===== src/rtl/mem_ctrl_pkg.sv =====
// mem_ctrl_pkg: shared widths, IO region tag and controller state encoding
package mem_ctrl_pkg;
  localparam int MEM_ADD_W = 18;
  localparam int MEM_DAT_W = 8;
  localparam logic [1:0] IO_TAG_DEF = 2'b11;
  typedef enum logic [1:0] {MC_IDLE, MC_ISSUE, MC_WAIT} mc_state_t;
endpackage


===== src/rtl/mc_req_slot.sv =====
// mc_req_slot: strobe-loaded pending request register with clear
module mc_req_slot
  import mem_ctrl_pkg::*;
(
  input  logic                 clk,
  input  logic                 rst,
  input  logic                 en,
  input  logic                 ld,
  input  logic                 clr,
  input  logic                 ld_rw,
  input  logic [MEM_ADD_W-1:0] ld_add,
  input  logic [MEM_DAT_W-1:0] ld_dat,
  output logic                 valid,
  output logic                 rw,
  output logic [MEM_ADD_W-1:0] add,
  output logic [MEM_DAT_W-1:0] dat
);
  // a new strobe wins over a same-edge clear so a request is never dropped
  always_ff @(posedge clk) begin
    if (rst) begin
      valid <= 1'b0;
      rw    <= 1'b0;
      add   <= '0;
      dat   <= '0;
    end else if (en) begin
      valid <= ld ? 1'b1 : (clr ? 1'b0 : valid);
      rw    <= ld ? ld_rw : rw;
      add   <= ld ? ld_add : add;
      dat   <= ld ? ld_dat : dat;
    end
  end
endmodule


===== src/rtl/mem_ctrl.sv =====
// mem_ctrl: byte-serial arbiter between data/instruction caches and a byte RAM
module mem_ctrl
  import mem_ctrl_pkg::*;
#(
  parameter logic [1:0] IO_TAG = IO_TAG_DEF
) (
  input  logic                 clk,
  input  logic                 rst,
  input  logic                 en,
  input  logic                 iDC_En,
  input  logic                 iDC_Rw,
  input  logic [MEM_ADD_W-1:0] iDC_Add,
  input  logic [MEM_DAT_W-1:0] iDC_Dat,
  output logic                 oDC_En,
  output logic [MEM_DAT_W-1:0] oDC_Dat,
  input  logic                 iIC_En,
  input  logic [MEM_ADD_W-1:0] iIC_Add,
  output logic                 oIC_En,
  output logic [MEM_DAT_W-1:0] oIC_Dat,
  input  logic                 iIO_Full,
  input  logic [MEM_DAT_W-1:0] iRAM_Dat,
  output logic [MEM_DAT_W-1:0] oRAM_Dat,
  output logic [MEM_ADD_W-1:0] oRAM_Add,
  output logic                 oRAM_Wr
);
  mc_state_t state, state_nx;
  logic dc_v, dc_rw, ic_v, ic_rw;
  logic [MEM_ADD_W-1:0] dc_add, ic_add;
  logic [MEM_DAT_W-1:0] dc_dat, ic_dat;
  logic blocked, serve_dc, serve_ic, owner_dc, rw_q, wr_q;
  mc_req_slot u_dc (
    .clk(clk), .rst(rst), .en(en), .ld(iDC_En), .clr(serve_dc),
    .ld_rw(iDC_Rw), .ld_add(iDC_Add), .ld_dat(iDC_Dat),
    .valid(dc_v), .rw(dc_rw), .add(dc_add), .dat(dc_dat)
  );
  mc_req_slot u_ic (
    .clk(clk), .rst(rst), .en(en), .ld(iIC_En), .clr(serve_ic),
    .ld_rw(1'b0), .ld_add(iIC_Add), .ld_dat('0),
    .valid(ic_v), .rw(ic_rw), .add(ic_add), .dat(ic_dat)
  );
  // a frozen controller must never hold a write on the bus
  assign oRAM_Wr = wr_q & en;
  // arbitration (DC first unless its IO write is blocked) and next state
  always_comb begin
    blocked  = dc_rw && (dc_add[17:16] == IO_TAG) && iIO_Full;
    serve_dc = (state == MC_IDLE) && dc_v && !blocked;
    serve_ic = (state == MC_IDLE) && !serve_dc && ic_v;
    state_nx = (state == MC_IDLE)  ? ((serve_dc || serve_ic) ? MC_ISSUE : MC_IDLE) :
               (state == MC_ISSUE) ? MC_WAIT : MC_IDLE;
  end
  // state register
  always_ff @(posedge clk) begin
    if (rst) state <= MC_IDLE;
    else if (en) state <= state_nx;
  end
  // bus drive on grant, read capture and done pulse at the end of WAIT
  always_ff @(posedge clk) begin
    if (rst) begin
      owner_dc <= 1'b0;
      rw_q     <= 1'b0;
      wr_q     <= 1'b0;
      oRAM_Add <= '0;
      oRAM_Dat <= '0;
      oDC_En   <= 1'b0;
      oIC_En   <= 1'b0;
      oDC_Dat  <= '0;
      oIC_Dat  <= '0;
    end else if (en) begin
      owner_dc <= (serve_dc || serve_ic) ? serve_dc : owner_dc;
      rw_q     <= serve_dc ? dc_rw : (serve_ic ? ic_rw : rw_q);
      wr_q     <= serve_dc ? dc_rw : (serve_ic ? ic_rw : 1'b0);
      oRAM_Add <= serve_dc ? dc_add : (serve_ic ? ic_add : oRAM_Add);
      oRAM_Dat <= serve_dc ? dc_dat : (serve_ic ? ic_dat : oRAM_Dat);
      oDC_En   <= (state == MC_WAIT) && owner_dc;
      oIC_En   <= (state == MC_WAIT) && !owner_dc;
      oDC_Dat  <= ((state == MC_WAIT) && owner_dc && !rw_q) ? iRAM_Dat : oDC_Dat;
      oIC_Dat  <= ((state == MC_WAIT) && !owner_dc) ? iRAM_Dat : oIC_Dat;
    end
  end
endmodule


===== config.mk =====
export PLATFORM = sky130hd
export DESIGN_NAME = mem_ctrl
export DESIGN_NICKNAME = d
export VERILOG_FILES = /design/src/rtl/mem_ctrl_pkg.sv /design/src/rtl/mc_req_slot.sv /design/src/rtl/mem_ctrl.sv
export SDC_FILE = /design/constraint.sdc
export NUM_CORES = 1
export LEC_CHECK = 0
export CAP_MARGIN = 20
export CORE_MARGIN = 1
export CORE_UTILIZATION = 45
export DETAILED_ROUTE_END_ITERATION = 10
export PLACE_DENSITY = 0.84
export SYNTH_ARGS = -nofsm -noshare
export SYNTH_HDL_FRONTEND = slang
export SYNTH_HIERARCHICAL = 1
export SYNTH_SLANG_ARGS = --single-unit

===== constraint.sdc =====
create_clock -name clk -period 3.85 [get_ports clk]
set_clock_uncertainty 0.05 [all_clocks]
set_input_delay 0.385 -clock clk [delete_from_list [all_inputs] [get_ports clk]]
set_output_delay 0.385 -clock clk [all_outputs]
set_load 0.01 [all_outputs]

Word level (Yosys, flattened, before mapping)
Cells that the tools add are included.

Multiplexer cells: 13. Reductions and logical operators: 26. Bitwise operators: 1. Eq/ne operators: 3.

Operators with widths (number): $mux W18 (2); $mux W8 (2); $reduce_and A2 Y1 (8); $logic_and A1 B1 Y1 (9); $mux W1 (7); $reduce_bool A2 Y1 (3); $eq A2 B2 Y1 const B (2); $logic_not A1 Y1 (4); $mux W2 (2); $eq A2 B1 Y1 const B (1); $logic_not A2 Y1 (1); $and A1 B1 Y1 (1); $logic_or A1 B1 Y1 (1).

Output and inout port bits: 45. Input port bits: 59. Register bits: 96. Word-level logic and storage cells: 59.

Longest topological paths before layout
Gate-level depths: netlist (run 1).

Depth in word-level cells: 11. Gate-level depth with buffers: 8. Depth with buffers taken out: 5.

Cells and area by module
Netlist (run 1), hierarchy kept.

By module, submodules not included: mc_req_slot (instances 2, cells an instance 128, seq. area each 560.5 µm², area each 1280.0 µm²); mem_ctrl (instances 1, cells an instance 308, seq. area each 980.9 µm², area each 2491.1 µm²).

Worst setup path before layout (run 1)
Ideal clock, no wire load.

Path type: input to output. Start: input en. End: output oRAM_Wr. Buffers on the path: 3. Arrival time: 1.369 ns. Slack: 2.046 ns. Stages on the path: 4. Cell sequence: clkbuf_1 clkbuf_1 buf_1 and2_1.

Longest elaborated chain between the ends: 1.

RTL lines: start, declared (line mem_ctrl.sv:9) `input logic en,`; $and A1 B1 Y1 (line mem_ctrl.sv:42) `assign oRAM_Wr = wr_q & en;`; end, declared (line mem_ctrl.sv:24) `output logic oRAM_Wr`.

Every way passes these cells.

Worst setup path in the final report (run 1)
Start: register state[1]. End: register wr_q.

Longest elaborated chain between the ends: 4.

RTL lines: start, declared (line mem_ctrl.sv:26) `mc_state_t state, state_nx;`; start signal, assigned (line mem_ctrl.sv:54) `else if (en) state <= state_nx;`; $logic_not A2 Y1 (line mem_ctrl.sv:46) `serve_dc = (state == MC_IDLE) && dc_v && !blocked;`; $logic_and A1 B1 Y1 (2 in a row) (line mem_ctrl.sv:46); $mux W1 (line mem_ctrl.sv:71) `wr_q <= serve_dc ? dc_rw : (serve_ic ? ic_rw : 1'b0);`; end signal, assigned (line mem_ctrl.sv:71); end, declared (line mem_ctrl.sv:30) `logic blocked, serve_dc, serve_ic, owner_dc, rw_q, wr_q;`.

Every way passes these cells. A chain may end at the register's enable or synchronous reset.

==> out/results.ini, run 1 <==
[sta]
rsz0062_at_grt = false
hold_viol = 0
min_period_over_period = 0.639
drv_slew = 0
fin_setup_tns_ns = 0
min_period_ns = 2.46
worst_slew_pin_slew_ns = 0.984
finalSetupViolCount = 0
worst_slack_ns = 1.39
fmax_ghz = 0.407
maxSlewHeadroom = 0.344

[die]
die_w_um = 108
io_pins = 104
die_h_um = 108
initial_core_util = 0.464
core_um2 = 10900
row_count = 38
die_area_um2 = 11700

[critical_path]
cp_num_buf_inv = 1
worstPathArrival_ns = 2.71
crit_type = flip-flop to flip-flop
crit_chain = or3b_4, a41oi_4, buf_4, o221ai_1, a21oi_1
cp-end-kind = flip-flop
worstSetupStartpointType = flip-flop
path_delay_family = compound AO/OA/AOI/OAI gates
cp_slowest_cell = a41oi_4
r2r_start = state[1]
crit_fanout = 32
startpoint = state[1]
required_ns = 4.10
cpPeakStageDelay_ns = 0.65

[synthesis]
yosysTopAreaCellShare = 0.416
async_flop_share = 0
synth-edff-count = 0
synth_top_cell_by_area = dfxtp_1
synth_area_um2 = 5050
ys_warn_count = 6
syn_inst = 564
syn_avg_cell_area_um2 = 8.96
seq_area_frac_synth = 0.416
synth_seq_cells = 105
ys_types = 39
synthFlopType = dfxtp_1
yosys-top-cells-area = dfxtp_1 42%, a21bo_1 8.7%, nand3_1 7.8%

[place]
place_ws_ns = 1.35
placedCellCount = 759
dpl_cell_area_um2 = 5940
gp_congestion = 0.771
io_buffers = 103
hpwlAfterDp_um = 7930

[grt]
grt_pass1_vias = 3867
grt_pass1_wl_um = 19200
grt_max_degree = 108
grt_usage = 0.209
antenna_found_initial = 0
grt_overflow = 0

[pwr]
seq_power_share = 0.554
ir_drop_uv = 149
internal_power_mw = 1.51
p_leak_nw = 2.05
p_comb_frac = 0.143
switching_power_uw = 575
clockPowerShare = 0.303
switching_share = 0.276
p_per_area_nw_per_um2 = 340

[drt]
num_vias = 4222
drc = 0
viasPerCell = 5.44
ant_nets = 0
first_pass_iters = 5
drt-total-wl_um = 12100
dr.first_iter.drc_count = 309
wl_per_cell_um = 15.5

[cts]
clkTransAtPathRegs_ns = 0.10
htreeDepth = 3
clk-insertion-delay-late_ns = 0.38
clock-sinks = 105
cts_root_buf = clkbuf_8
postCtsSetupBuffers = 0
ctsHoldBuffers = 0
ctsResizeCount = 0
cts_buffer_depth = 2
cts_made_buffers = 9
cts_tree = done

[cells_and_area]
syn_to_final_growth_pct = 21.4
post-route-util = 0.563
final_area_um2 = 6130
drive_gt1_frac = 0.102
n_antenna_cell = 0
nNetsFinal = 690
nFillCells = 943
fin_cells = 776
layout_commonest_cell = dfxtp_1
layout_common_cells = 105 x dfxtp_1, 99 x clkdlybuf4s50_1, 79 x nand3_1, 69 x a21oi_1, 45 x nand2_1

[run]
cap_viol_max_count = 0

[min_path]
hold_path.class = flip-flop to flip-flop
min_from = oIC_Dat[3]

[status]
outcome = finished, final reports clean

[layer usage]
layer	vias up	global-route usage	share of wire	routed length, um
met1	1961	0.305	0.48	5770
met4	0	0.0910	0.022	269
met2	122	0.303	0.45	5450
met5	-	0	0	0
met3	17	0.0295	0.046	557
li1	2122	-	-	-
[Yosys cell counts, drive strengths merged, types with 2 or more instances]
| master | count |
|---|---|
| or3b | 2 |
| a21bo | 54 |
| a31oi | 26 |
| a2111oi | 2 |
| nor2 | 13 |
| nand3b | 3 |
| clkbuf | 16 |
| a21o | 24 |
| nor2b | 27 |
| and2 | 2 |
| dfxtp | 105 |
| nand3 | 79 |
| inv | 2 |
| nand2b | 5 |
| mux2i | 8 |
| nor3b | 2 |
| nor4b | 2 |
| buf | 45 |
| o2bb2ai | 2 |
| a21oi | 91 |
| nand2 | 45 |
[logic make-up after synthesis]
family / Yosys count / share of synthesized area
AO/OA/AOI/OAI: 204 / 0.302
AND/OR/NAND/NOR: 183 / 0.187
flip-flops: 105 / 0.416
buffers and inverters: 63 / 0.0790
multiplexers: 8 / 0.0159
other: 1 / 0.000742
[sequential cells by signal, indices dropped and copies added, names as in the netlist]
signal      cells
oRAM_Add       18
u_dc/add       18
u_ic/add       18
oDC_Dat         8
oIC_Dat         8
oRAM_Dat        8
u_dc/dat        8
u_ic/dat        8
state           2
oDC_En          1
oIC_En          1
owner_dc        1
rw_q            1
u_dc/rw         1
u_dc/valid      1
u_ic/rw         1
u_ic/valid      1
wr_q            1
[cell type report]
type                    instances  area (um^2)  area share
flip-flops and latches        105         2100       0.343
well taps                     140          175      0.0286
clock buffers                   9          124      0.0202
clock inverters                 7         53.8     0.00877
multi-input cells             404         2590       0.422
inverters                       2         7.51     0.00122
repair buffers                109         1080       0.177
[worst min-delay path, cell delays in order, from the launching register on]
cell	delay, ns
dfxtp_1	0.32
nand2_1	0.05
a21oi_1	0.06
[power by group through the flow]
| stage | Combinational (mW) | Clock [mW] | Sequential [mW] |
|---|---|---|---|
| CTS | 0.294 | 0.642 | 1.16 |
| global route | 0.324 | 0.683 | 1.16 |
| finish | 0.298 | 0.632 | 1.16 |
| floorplan | 0.204 | 0 | 1.17 |
| global placement | 0.283 | 0 | 1.18 |
| detailed placement | 0.292 | 0 | 1.18 |
[final timing paths]
path / cells after the start / endpoint / slack (ns)
worst max-delay path: 5 / wr_q / 1.39
worst min-delay path: 2 / oIC_Dat[3] / 0.42
worst max register to register: 5 / wr_q / 1.39
worst min register to register: 2 / oIC_Dat[3] / 0.42
[stage by stage]
step / hold WS [ns] / total power, mW
6_report: 0.420 / 2.09
5_1_grt: 0.433 / 2.17
4_1_cts: 0.421 / 2.09
3_5_place_dp: 0.407 / 1.47
3_3_place_gp: 0.393 / 1.46
2_1_floorplan: 0.392 / 1.38
Note: power is estimated with default switching activity, not from simulation.
==> run 2: changes to the inputs <==
==> constraint.sdc (replaced) <==
create_clock -name clk -period 2.3 [get_ports clk]
set_clock_uncertainty 0.05 [all_clocks]
set_input_delay 0.23 -clock clk [delete_from_list [all_inputs] [get_ports clk]]
set_output_delay 0.23 -clock clk [all_outputs]
set_load 0.01 [all_outputs]
==> out/results.ini, run 2 (synthesis gave the netlist of run 1 again) <==
[cts]
ctsHoldBuffers = 0  ; unchanged
cts_tree = done  ; unchanged
postCtsSetupBuffers = 0  ; unchanged
clkTransAtPathRegs_ns = 0.10  ; about the same
ctsResizeCount = 0  ; unchanged
cts_root_buf = clkbuf_8  ; unchanged
clock-sinks = 105  ; unchanged
cts_made_buffers = 9  ; unchanged
htreeDepth = 3  ; unchanged
clk-insertion-delay-late_ns = 0.38  ; about the same
cts_buffer_depth = 2  ; unchanged

[sta]
holdWs_ns = 0.228  ; was 0.420 ns
min_period_ns = 1.92  ; was 2.46 ns
finalSetupViolCount = 0  ; unchanged
hold_viol = 0  ; unchanged
fin_setup_tns_ns = 0  ; unchanged
worst_slew_pin_slew_ns = 0.917  ; was 0.984 ns
maxSlewHeadroom = 0.388  ; was 0.344
min_period_over_period = 0.835  ; was 0.639
worst_slack_ns = 0.379  ; was 1.39 ns
fmax_ghz = 0.521  ; was 0.407 GHz
rsz0062_at_grt = false  ; unchanged
drv_slew = 0  ; unchanged

[die]
row_count = 38  ; unchanged
initial_core_util = 0.464  ; unchanged
io_pins = 104  ; unchanged
die_w_um = 108  ; unchanged
die_area_um2 = 11700  ; unchanged
core_um2 = 10900  ; unchanged
die_h_um = 108  ; unchanged

[critical_path]
cp-end-kind = flip-flop  ; unchanged
r2r_start = state[1]  ; unchanged
crit_type = flip-flop to flip-flop  ; unchanged
crit_fanout = 28  ; was 32
worstPathArrival_ns = 2.11  ; was 2.71 ns
required_ns = 2.49  ; was 4.10 ns
worstSetupStartpointType = flip-flop  ; unchanged
rr_endpoint = oRAM_Add[17]  ; was wr_q
reg2reg_slack_ns = 0.38  ; was 1.39 ns
rr_worst_depth = 4  ; was 5

[pwr]
internal_power_mw = 2.78  ; was 1.51 mW
clockPowerShare = 0.344  ; was 0.303
p_leak_nw = 2.11  ; was 2.05 nW
switching_power_uw = 954  ; was 575 uW
p_comb_frac = 0.139  ; was 0.143
ir_drop_uv = 288  ; was 149 uV
switching_share = 0.255  ; was 0.276
seq_power_share = 0.517  ; was 0.554
p_per_area_nw_per_um2 = 597  ; was 340 nW/um^2

[cells_and_area]
nFillCells = 895  ; was 943
final-seq-area_um2 = 2100  ; unchanged
top_regs = oRAM_Add: 18 flops, u_dc/add: 18 flops, u_ic/add: 18 flops  ; unchanged
layout_common_cells = 105 x dfxtp_1, 99 x clkdlybuf4s50_1, 79 x nand3_1, 69 x a21oi_1, 45 x nand2_1  ; unchanged
post-route-util = 0.575  ; was 0.563
layout_commonest_cell = dfxtp_1  ; unchanged
syn_to_final_growth_pct = 24.0  ; was 21.4%
final_area_um2 = 6260  ; was 6130 um^2
drive_gt1_frac = 0.112  ; was 0.102
n_antenna_cell = 0  ; unchanged
multi_input_area_um2 = 2590  ; unchanged
nNetsFinal = 699  ; was 690

[min_path]
hold_path_end = u_dc/dat[1]  ; was oIC_Dat[3]
worstHoldPathCells = 3  ; was 2
hold_path.class = input pin to flip-flop  ; was flip-flop to flip-flop
min_from = en  ; was oIC_Dat[3]

[grt]
grt_pass1_vias = 4082  ; was 3,867
grt_pass1_wl_um = 20100  ; was 19,200 um
antenna_found_initial = 0  ; unchanged
grt_overflow = 0  ; unchanged
grt_max_degree = 68  ; was 108
grt_usage = 0.218  ; was 0.209

[drt]
drt-total-wl_um = 12300  ; was 12,100 um
ant_nets = 0  ; unchanged
num_vias = 4336  ; was 4,222
first_pass_iters = 5  ; unchanged
drc = 0  ; unchanged
viasPerCell = 5.52  ; was 5.44
dr.first_iter.drc_count = 284  ; was 309
wl_per_cell_um = 15.7  ; was 15.5 um

[status]
outcome = finished, final reports clean  ; unchanged

[place]
place_ws_ns = 0.401  ; was 1.35 ns
gp_congestion = 0.757  ; was 0.771
hpwlAfterDp_um = 8270  ; was 7930 um
io_buffers = 103  ; unchanged
dpl_cell_area_um2 = 6040  ; was 5940 um^2

[run]
cap_viol_max_count = 0  ; unchanged

==> run 2: cell type report <==
| cell class | instances | share of cell area |
|---|---|---|
| clock buffer | 12 | 0.0232 |
| clock inverter | 4 | 0.0122 |
| inverter | 2 | 0.00120 |
| multi-input combinational | 404 | 0.413 |
| sequential | 105 | 0.336 |
| tap | 140 | 0.0280 |
| timing repair buffer | 118 | 0.187 |
==> run 2: power by group through the flow <==
stage	Clock, mW	Combinational, mW	Sequential, mW
floorplan	0	0.341	1.96
global placement	0	0.501	1.97
detailed placement	0	0.515	1.97
CTS	1.28	0.519	1.93
global route	1.36	0.567	1.94
finish	1.28	0.521	1.93
==> run 2: critical path, stage by stage, from the launching register on <==
cell and delay, ns:
dfxtp_1 0.33, buf_4 0.16, or3b_2 0.76, nor4b_1 0.37
a2111oi_1 0.10
==> run 2: worst max path at each step <==
stage | startpoint | endpoint | slack, ns | cells past startpoint
after floorplan | state[1] | oRAM_Add[10] | 0.60 | 7
after global placement | iIO_Full | wr_q | 0.45 | 5
after detailed placement | iIO_Full | wr_q | 0.40 | 5
after CTS | u_dc/valid | wr_q | 0.38 | 5
after global routing | u_dc/valid | oRAM_Dat[5] | 0.25 | 5
final | state[1] | oRAM_Add[17] | 0.38 | 4
==> run 2: metal layers <==
layer / vias to the layer above / global-route usage / wire, um
met5: - / 0 / 0
met4: 0 / 0.0949 / 324
met3: 28 / 0.0319 / 601
met2: 146 / 0.327 / 5490
met1: 2027 / 0.309 / 5880
li1: 2135 / - / -
==> run 2: metrics by stage <==
step,std cells,power [mW]
CTS,785,3.73
detailed placement,769,2.49
global placement,769,2.47
floorplan,572,2.30
finish,785,3.74
global route,785,3.87
==> run 3: changes to the inputs <==
==> constraint.sdc (replaced) <==
create_clock -name clk -period 1.8 [get_ports clk]
set_clock_uncertainty 0.05 [all_clocks]
set_input_delay 0.18 -clock clk [delete_from_list [all_inputs] [get_ports clk]]
set_output_delay 0.18 -clock clk [all_outputs]
set_load 0.01 [all_outputs]
==> out/results.ini, run 3 (synthesis gave the netlist of run 1 again) <==
[grt]
grt_pass1_vias = 4087  ; was 4,082
grt_overflow = 0  ; unchanged
grt_pass1_wl_um = 20100  ; about the same
grt_max_degree = 50  ; was 68
antenna_found_initial = 0  ; unchanged
grt_usage = 0.216  ; was 0.218

[cts]
clk-insertion-delay-late_ns = 0.37  ; was 0.38 ns
clkTransAtPathRegs_ns = 0.09  ; was 0.10 ns
htreeDepth = 3  ; unchanged
cts_made_buffers = 9  ; unchanged
cts_root_buf = clkbuf_8  ; unchanged
clock-sinks = 105  ; unchanged
cts_buffer_depth = 2  ; unchanged
cts_tree = done  ; unchanged

[pwr]
internal_power_mw = 3.40  ; was 2.78 mW
clockPowerShare = 0.304  ; was 0.344
p_per_area_nw_per_um2 = 720  ; was 597 nW/um^2
switching_share = 0.256  ; was 0.255
p_leak_nw = 2.16  ; was 2.11 nW
seq_power_share = 0.540  ; was 0.517
ir_drop_uv = 375  ; was 288 uV
switching_power_mw = 1.17  ; was 954 uW
p_comb_frac = 0.157  ; was 0.139

[die]
die_area_um2 = 11700  ; unchanged
io_pins = 104  ; unchanged
core_um2 = 10900  ; unchanged
row_count = 38  ; unchanged
initial_core_util = 0.464  ; unchanged
die_w_um = 108  ; unchanged
die_h_um = 108  ; unchanged

[cells_and_area]
top_regs = oRAM_Add: 18 flops, u_dc/add: 18 flops, u_ic/add: 18 flops  ; unchanged
nFillCells = 919  ; was 895
syn_to_final_growth_pct = 25.7  ; was 24.0%
nNetsFinal = 708  ; was 699
layout_commonest_cell = dfxtp_1  ; unchanged
layout_common_cells = 105 x dfxtp_1, 99 x clkdlybuf4s50_1, 79 x nand3_1, 69 x a21oi_1, 45 x nand2_1  ; unchanged
drive_gt1_frac = 0.124  ; was 0.112
final_area_um2 = 6350  ; was 6260 um^2
n_antenna_cell = 0  ; unchanged

[critical_path]
rr_worst_depth = 6  ; was 4
r2r_start = u_dc/valid  ; was state[1]
rr_endpoint = oRAM_Add[16]  ; was oRAM_Add[17]
reg2reg_slack_ns = 0.06  ; was 0.38 ns
crit_fanout = 6  ; was 28
crit_type = flip-flop to flip-flop  ; unchanged
cp-end-kind = flip-flop  ; unchanged
required_ns = 2.02  ; was 2.49 ns
worstSetupStartpointType = flip-flop  ; unchanged
worstPathArrival_ns = 1.96  ; was 2.11 ns

[min_path]
hold_path_end = u_dc/dat[4]  ; was u_dc/dat[1]
min_from = en  ; unchanged
worstHoldPathCells = 3  ; unchanged
hold_path.class = input pin to flip-flop  ; unchanged

[drt]
drc = 0  ; unchanged
viasPerCell = 5.39  ; was 5.52
first_pass_iters = 5  ; unchanged
ant_nets = 0  ; unchanged
drt-total-wl_um = 12300  ; about the same
wl_per_cell_um = 15.5  ; was 15.7 um
num_vias = 4274  ; was 4,336
dr.first_iter.drc_count = 256  ; was 284

[sta]
worst_slack_ns = 0.0612  ; was 0.379 ns
hold_viol = 0  ; unchanged
worst_slew_pin_slew_ns = 0.592  ; was 0.917 ns
drv_slew = 0  ; unchanged
finalSetupViolCount = 0  ; unchanged
maxSlewHeadroom = 0.606  ; was 0.388
min_period_ns = 1.74  ; was 1.92 ns
min_period_over_period = 0.966  ; was 0.835
fmax_ghz = 0.575  ; was 0.521 GHz

[place]
io_buffers = 103  ; unchanged
place_ws_ns = 0.0277  ; was 0.401 ns
hpwlAfterDp_um = 8330  ; was 8270 um
dpl_cell_area_um2 = 6110  ; was 6040 um^2
gp_congestion = 0.802  ; was 0.757

[run]
cap_viol_max_count = 0  ; unchanged

[status]
outcome = finished, final reports clean  ; unchanged

run 3: cell count changes in the layout (fill, tap and decap cells not counted):
cell / before / now
a2111oi_1: 1 / 0
a2111oi_2: 1 / 2
buf_12: 3 / 6
buf_4: 13 / 17
buf_6: 1 / 2
bufinv_16: 2 / 1
clkbuf_16: 0 / 1
clkbuf_8: 10 / 9
clkinv_2: 0 / 3
clkinv_4: 1 / 0
clkinvlp_4: 1 / 0
run 3: repair_timing:
action	4_1_cts	5_1_grt
endpoints found under the setup margin	0	11
gates resized for setup	0	2
buffers inserted	0	2
hold buffers	0	0
run 3: cell type report:
type / instances / area, um^2 / area share
timing repair buffer: 127 / 1300 / 0.204
multi-input combinational: 404 / 2590 / 0.408
clock buffer: 11 / 131 / 0.0207
clock inverter: 4 / 45.0 / 0.00709
tap: 140 / 175 / 0.0276
sequential: 105 / 2100 / 0.331
inverter: 2 / 7.51 / 0.00118
run 3: metrics by stage:
| stage | TNS, ns | hold slack [ns] | utilization | total power [mW] | cells |
|---|---|---|---|---|---|
| floorplan | 0 | 0.266 | - | 2.94 | 572 |
| global placement | 0 | 0.392 | 0.561 | 3.17 | 775 |
| detailed placement | 0 | 0.397 | 0.561 | 3.20 | 775 |
| CTS | 0 | 0.119 | 0.577 | 4.56 | 790 |
| global route | -0.00571 | 0.138 | 0.583 | 4.76 | 793 |
| finish | 0 | 0.133 | 0.583 | 4.57 | 793 |
run 3: power by group through the flow:
| stage | Sequential (mW) | Combinational (mW) | Clock (mW) |
|---|---|---|---|
| 6_report | 2.47 | 0.715 | 1.39 |
| 4_1_cts | 2.47 | 0.684 | 1.41 |
| 3_5_place_dp | 2.52 | 0.680 | 0 |
| 3_3_place_gp | 2.51 | 0.660 | 0 |
| 2_1_floorplan | 2.51 | 0.436 | 0 |
| 5_1_grt | 2.48 | 0.774 | 1.51 |
run 3: how the worst max path moves through the flow:
stage / endpoint / cells after the start / from
after floorplan: oRAM_Add[10] / 7 / state[1]
after detailed placement: oRAM_Add[17] / 4 / u_dc/valid
after global placement: wr_q / 5 / u_dc/valid
after global routing: oRAM_Add[17] / 5 / u_dc/valid
after CTS: oRAM_Add[17] / 4 / u_dc/valid
final: oRAM_Add[16] / 6 / u_dc/valid
run 3: per-layer routing:
metal  wire (um)  up-vias  track usage
met3         509       17       0.0307
li1            -     2152            -
met2        5500      106        0.324
met4         235        0       0.0900
met1        6080     1999        0.310
met5           0        -            0
run 3: worst max-delay path: stages, from the launching register on:
cell       delay, ns
dfxtp_1         0.35
or3b_4          0.41
a41oi_4         0.21
buf_12          0.16
buf_4           0.11
nor4b_2         0.04
a2111oi_2       0.32
